<file path="src/rtl/pci_target_data_phase.sv">
// PCI target data-phase controller.
// Sits behind the DEVSEL# stage. It captures the address and command of a memory
// read or write. It then runs single or burst data phases against a small internal
// word memory. It drives TRDY# and the AD output enable, and it honours IRDY# wait
// states.
//
// Handshake: a data word moves at a posedge where trdy==0 and irdy==0 (both active
// low). Either side holding its ready high inserts a wait state: no data moves and
// the address does not change. The target holds trdy and ad_out steady until the
// word is taken.
module pci_target_data_phase #(
  parameter int MEM_DEPTH = 8,
  parameter int ADDR_W    = 3
) (
  input  logic        clk,
  input  logic        rst,
  input  logic        frame,
  input  logic        irdy,
  input  logic        devSelect,
  input  logic [31:0] ad_in,
  input  logic [3:0]  cbe,
  output logic [31:0] ad_out,
  output logic        ad_oe,
  output logic        trdy,
  output logic [2:0]  dbgState
);

  typedef enum logic [2:0] {
    IDLE      = 3'd0,
    ADDR_WAIT = 3'd1,
    TURN      = 3'd2,
    DATA      = 3'd3,
    DONE      = 3'd4
  } state_t;

  localparam logic [3:0] CMD_MEM_READ  = 4'b0110;
  localparam logic [3:0] CMD_MEM_WRITE = 4'b0111;

  state_t              state, stateNext;
  logic                frameQ;
  logic [ADDR_W-1:0]   addr, addrNext, addrInc;
  logic [3:0]          cmd, cmdNext;
  logic                trdyNext, adOeNext;
  logic [31:0]         adOutNext;
  logic                memWe;
  logic                start;
  logic                isRead;
  logic [31:0]         mem [MEM_DEPTH];

  // A transaction starts on the first posedge where FRAME# is seen low after being high.
  assign start    = frameQ & ~frame;
  assign isRead   = (cmd == CMD_MEM_READ);
  assign addrInc  = addr + 1'b1;
  assign dbgState = state;

  // State, address, command and registered bus outputs.
  always_ff @(posedge clk) begin
    if (rst) begin
      state  <= IDLE;
      frameQ <= 1'b1;
      addr   <= '0;
      cmd    <= '0;
      trdy   <= 1'b1;
      ad_oe  <= 1'b0;
      ad_out <= '0;
    end else begin
      state  <= stateNext;
      frameQ <= frame;
      addr   <= addrNext;
      cmd    <= cmdNext;
      trdy   <= trdyNext;
      ad_oe  <= adOeNext;
      ad_out <= adOutNext;
    end
  end

  // Next-state and next-output logic for the data-phase sequencer.
  always_comb begin
    stateNext = state;
    addrNext  = addr;
    cmdNext   = cmd;
    trdyNext  = trdy;
    adOeNext  = ad_oe;
    adOutNext = ad_out;
    memWe     = 1'b0;

    case (state)
      IDLE: begin
        trdyNext = 1'b1;
        adOeNext = 1'b0;
        if (start) begin
          addrNext = ad_in[ADDR_W+1:2];
          cmdNext  = cbe;
          // Only memory read/write are claimed. Other commands leave the target idle.
          if (cbe == CMD_MEM_READ || cbe == CMD_MEM_WRITE) begin
            stateNext = ADDR_WAIT;
          end
        end
      end

      ADDR_WAIT: begin
        // DEVSEL# low means the target is claimed, so it takes priority over FRAME#
        // sampled high on the same edge.
        if (!devSelect) begin
          if (isRead) begin
            stateNext = TURN;
            adOeNext  = 1'b1;
            adOutNext = mem[addr];
            trdyNext  = 1'b1;
          end else begin
            stateNext = DATA;
            trdyNext  = 1'b0;
          end
        end else if (frame) begin
          // Master abort: FRAME# went away before the target was selected.
          stateNext = IDLE;
        end
      end

      TURN: begin
        // One turnaround cycle on AD, then the first read word is offered.
        stateNext = DATA;
        trdyNext  = 1'b0;
      end

      DATA: begin
        if (!trdy && !irdy) begin
          addrNext = addrInc;
          if (isRead) begin
            adOutNext = mem[addrInc];
          end else begin
            memWe = 1'b1;
          end
          if (frame) begin
            stateNext = DONE;
            trdyNext  = 1'b1;
            adOeNext  = 1'b0;
          end
        end
      end

      DONE: begin
        stateNext = IDLE;
        trdyNext  = 1'b1;
        adOeNext  = 1'b0;
      end

      default: begin
        stateNext = IDLE;
        trdyNext  = 1'b1;
        adOeNext  = 1'b0;
      end
    endcase
  end

  // Target memory. Reset clears it. Writes merge only the bytes whose active-low enable is 0.
  always_ff @(posedge clk) begin
    if (rst) begin
      for (int i = 0; i < MEM_DEPTH; i++) begin
        mem[i] <= '0;
      end
    end else if (memWe) begin
      for (int b = 0; b < 4; b++) begin
        if (!cbe[b]) begin
          mem[addr][8*b +: 8] <= ad_in[8*b +: 8];
        end
      end
    end
  end

endmodule

</file>
<file path="config.mk">
export PLATFORM = sky130hd
export DESIGN_NAME = pci_target_data_phase
export DESIGN_NICKNAME = d
export VERILOG_FILES = /design/src/rtl/pci_target_data_phase.sv
export SDC_FILE = /design/constraint.sdc
export NUM_CORES = 1
export LEC_CHECK = 0
export CORE_MARGIN = 2
export CORE_UTILIZATION = 39
export CTS_BUF_LIST = sky130_fd_sc_hd__clkbuf_4
export CTS_CLUSTER_DIAMETER = 150
export DETAILED_ROUTE_END_ITERATION = 8
export GPL_TIMING_DRIVEN = 1
export PLACE_DENSITY = 0.6
export SLEW_MARGIN = 5
export SYNTH_ARGS = -nofsm -noshare
export SYNTH_HDL_FRONTEND = slang
export SYNTH_SLANG_ARGS = --single-unit
</file>
<file path="constraint.sdc">
create_clock -name clk -period 3.1 [get_ports clk]
set_clock_uncertainty 0.1 [all_clocks]
set_input_delay 0.465 -clock clk [delete_from_list [all_inputs] [get_ports clk]]
set_output_delay 0.465 -clock clk [all_outputs]
set_load 0.05 [all_outputs]
</file>
==> flow_metrics.env <==
export IMPL_status="finished, final reports clean"
export IMPL_clk_pin_slew_ns=0.07
export IMPL_cts_hold_buffers=0
export IMPL_r2r_end="mem[2][15]"
export IMPL_postSynthAreaPerCell_um2=15.0
export IMPL_place_congestion=0.827
export IMPL_grt_pass1_wl_mm=63.1
export IMPL_ff2ff_setup_slack_ns=0.59
export IMPL_fin_tns_setup_ns=0
export IMPL_critPathBufInv=1
export IMPL_final_cell_area_um2=18300
export IMPL_grt_ovfl_total=0
export IMPL_crit_arrival_ns=2.19
export IMPL_area_growth_syn_to_layout_pct=16.1
export IMPL_dr_total_vias=9746
export IMPL_postRouteAntennaNets=0
export IMPL_critPathCapture="dbgState[1]"
export IMPL_cts_root_buf="clkbuf_4"
export IMPL_leakagePower_uw=0.00640
export IMPL_rsz0062_at_grt="no"
export IMPL_post_cts_buffers=0
export IMPL_ys_seq_area_share_pct=55.0
export IMPL_totalWireLength_mm=42.5
export IMPL_r2r_cells=5
export IMPL_hp_class="primary input to flop"
export IMPL_max_freq_mhz=363
export IMPL_fp_dieH_um=205
export IMPL_io_pins=78
export IMPL_synthArstFlopShare_pct=0
export IMPL_worstHoldStart="devSelect"
export IMPL_critPathTopFamily="buffers and inverters"
export IMPL_vdd_ir_drop_worst_v=0.000195
export IMPL_cp_max_fo=13
export IMPL_grt_pass1_vias=9923
export IMPL_min_period_ns=2.75
export IMPL_clk_latency_ns=0.72
export IMPL_worst_pin_slew_ns=0.938
export IMPL_drc=0
export IMPL_cp_slowest_cell="clkdlybuf4s50_1"
export IMPL_port_buffers=77
export IMPL_period_share_pct=88.9
export IMPL_fp_dieArea_um2=42000
export IMPL_powerDensity_nw_per_um2=510
export IMPL_intPower_uw=6970
export IMPL_vias_per_cell=5.50
export IMPL_p_sw_uw=2350
export IMPL_cts_sinks=304
export IMPL_grt_max_degree=75
export IMPL_setup_violations=0
export IMPL_syn_cell_area_um2=15700
export IMPL_start_util_pct=39.6
export IMPL_cts_buffer_depth=3
export IMPL_critPathRequiredTime_ns=2.53
export IMPL_synth_seq_cells=304
export IMPL_p_comb_share_pct=10.7
export IMPL_slowest_delay_ns=0.89
export IMPL_synthFlopType="edfxtp_1"
export IMPL_synth_edf_count=256
export IMPL_wl_per_cell_um=24.0
export IMPL_hold_worst_slack_ns=0.386
export IMPL_nFillCells=3536
export IMPL_slew_violations=0
export IMPL_worstSetupStartpointType="flop"
export IMPL_cts_max_level=3
export IMPL_dr_pass1_iters=5
export IMPL_antenna_found_initial=1
export IMPL_cap_viol_max_count=0
export IMPL_nets=1225
export IMPL_drive_above_1_share_pct=30.1
export IMPL_synth_cells=1050
export IMPL_cts_resized=0
export IMPL_place_detailed_hpwl_mm=29.3
export IMPL_critPathKind="flop to primary output"
export IMPL_dpl_cell_area_um2=17200
export IMPL_crit_chain="clkdlybuf4s50_1"
export IMPL_ys_types=50
export IMPL_worst_setup_path_end_kind="primary output"
export IMPL_drt_iter0_drc=757
export IMPL_num_rows=73
export IMPL_startpoint="dbgState[1]"
export IMPL_cts_made_buffers=82
export IMPL_reg2reg_from="addr[0]"
export IMPL_ys_warn_count=0
export IMPL_clkPwrFrac_pct=39.0
export IMPL_max_slew_margin_pct=37.5
export IMPL_cts_tree="done"
export IMPL_dieWidth_um=205
export IMPL_track_usage_pct=20.8
export IMPL_hold_viol_final=0
export IMPL_synth_fp_nets=1092
export IMPL_seqPwrFrac_pct=50.3
export IMPL_swShare_pct=25.2
export IMPL_worstSetupPathDepth=1
export IMPL_coreArea_um2=39700
## sequential cells by signal (all words and copies together), names as in the netlist, named ones only
name,count
cmd,4
trdy,1
frameQ,1
mem,256
addr,3
ad_out,32
ad_oe,1
dbgState,3
## worst min-delay path, cell delays in order
cell and delay (ns):
clkdlybuf4s50_1 0.50, a211o_1 0.13, a21oi_1 0.05
## stage by stage
stage | worst slack [ns] | power (uW) | util, % | cells
6_report | 0.345 | 9320 | 46.0 | 1771
5_1_grt | 0.241 | 9710 | 46.0 | 1771
4_1_cts | 0.280 | 9430 | 46.0 | 1770
3_5_place_dp | 0.316 | 5770 | 43.3 | 1624
3_3_place_gp | 0.365 | 5770 | 43.3 | 1624
2_1_floorplan | 0.662 | 5390 | - | 1050
## area by class of cell
cell class	count	area, um2	share of cell area [%]
clock buffer	111	833	4.56
sequential	304	8660	47.4
multi-input combinational	681	6770	37.1
timing repair buffer	112	1120	6.11
antenna	1	2.50	0.0137
clock inverter	35	221	1.21
tap	525	657	3.60
inverter	2	7.51	0.0411
## cell families after synthesis
kind of cell	share of synthesized area, %
mux	20.9
simple gates	17.6
compound gates	4.23
flops	55.0
xor+xnor	0.0557
fa+ha+maj	0.0795
buf+inv	2.16
## synthesized netlist by cell type (all sizes together), types with 3 or more instances
cell type	number	area, um2
nand2	38	143
nand3b	4	42.5
a21oi	5	28.8
and2	257	1610
o21ai	4	20.0
mux4	128	2880
mux2i	5	50.1
dfxtp	48	961
buf	40	246
mux2	32	360
nor2	78	518
a311oi	33	289
a22oi	32	240
edfxtp	256	7690
clkbuf	23	86.3
nor3b	3	22.5
or2	34	213
nand4b	5	104
## per-layer routing
| metal | wire length (um) | global-route usage, % | vias to the layer above |
|---|---|---|---|
| met3 | 3430 | 5.31 | 81 |
| li1 | - | - | 4366 |
| met4 | 1210 | 8.10 | 2 |
| met2 | 20200 | 33.0 | 421 |
| met1 | 17700 | 27.4 | 4876 |
| met5 | 52 | 0 | - |
## power by group through the flow
stage	registers, uW	clock network, uW	logic, uW
after global routing	4700	3960	1050
after detailed placement	4770	0	1000
after floorplan	4680	0	711
final	4690	3640	995
after global placement	4770	0	1000
after CTS	4680	3740	1010
## how the worst min path moves through the flow
stage / to / slack (ns) / cells past startpoint
after detailed placement: ad_out[1] / 0.39 / 2
final: dbgState[0] / 0.39 / 3
after CTS: dbgState[0] / 0.33 / 3
after global routing: dbgState[0] / 0.37 / 3
after global placement: ad_out[13] / 0.39 / 2
after floorplan: cmd[3] / 0.38 / 2
## cell usage in the layout (no fill, tap or decap), types with 4 or more instances in the layout
cell type        synthesis  routed
nand4b_4                 4       4
a22oi_1                 32      32
or2_1                   32      32
nor2_4                  28      29
edfxtp_1               256     256
buf_4                    8      28
buf_12                   0       7
and2_1                 257     257
clkbuf_4                 0     111
nor2_2                   6       6
a21oi_1                  4       4
clkinv_1                 0      22
mux2i_1                  5       5
dfxtp_1                 48      44
mux2_2                  32      32
nand2_1                 38      38
nor2_1                  44      43
clkinv_2                 0       9
clkdlybuf4s50_1          0      76
mux4_2                 128     128
a311oi_1                33      33
(Power assumes the default switching activity.)
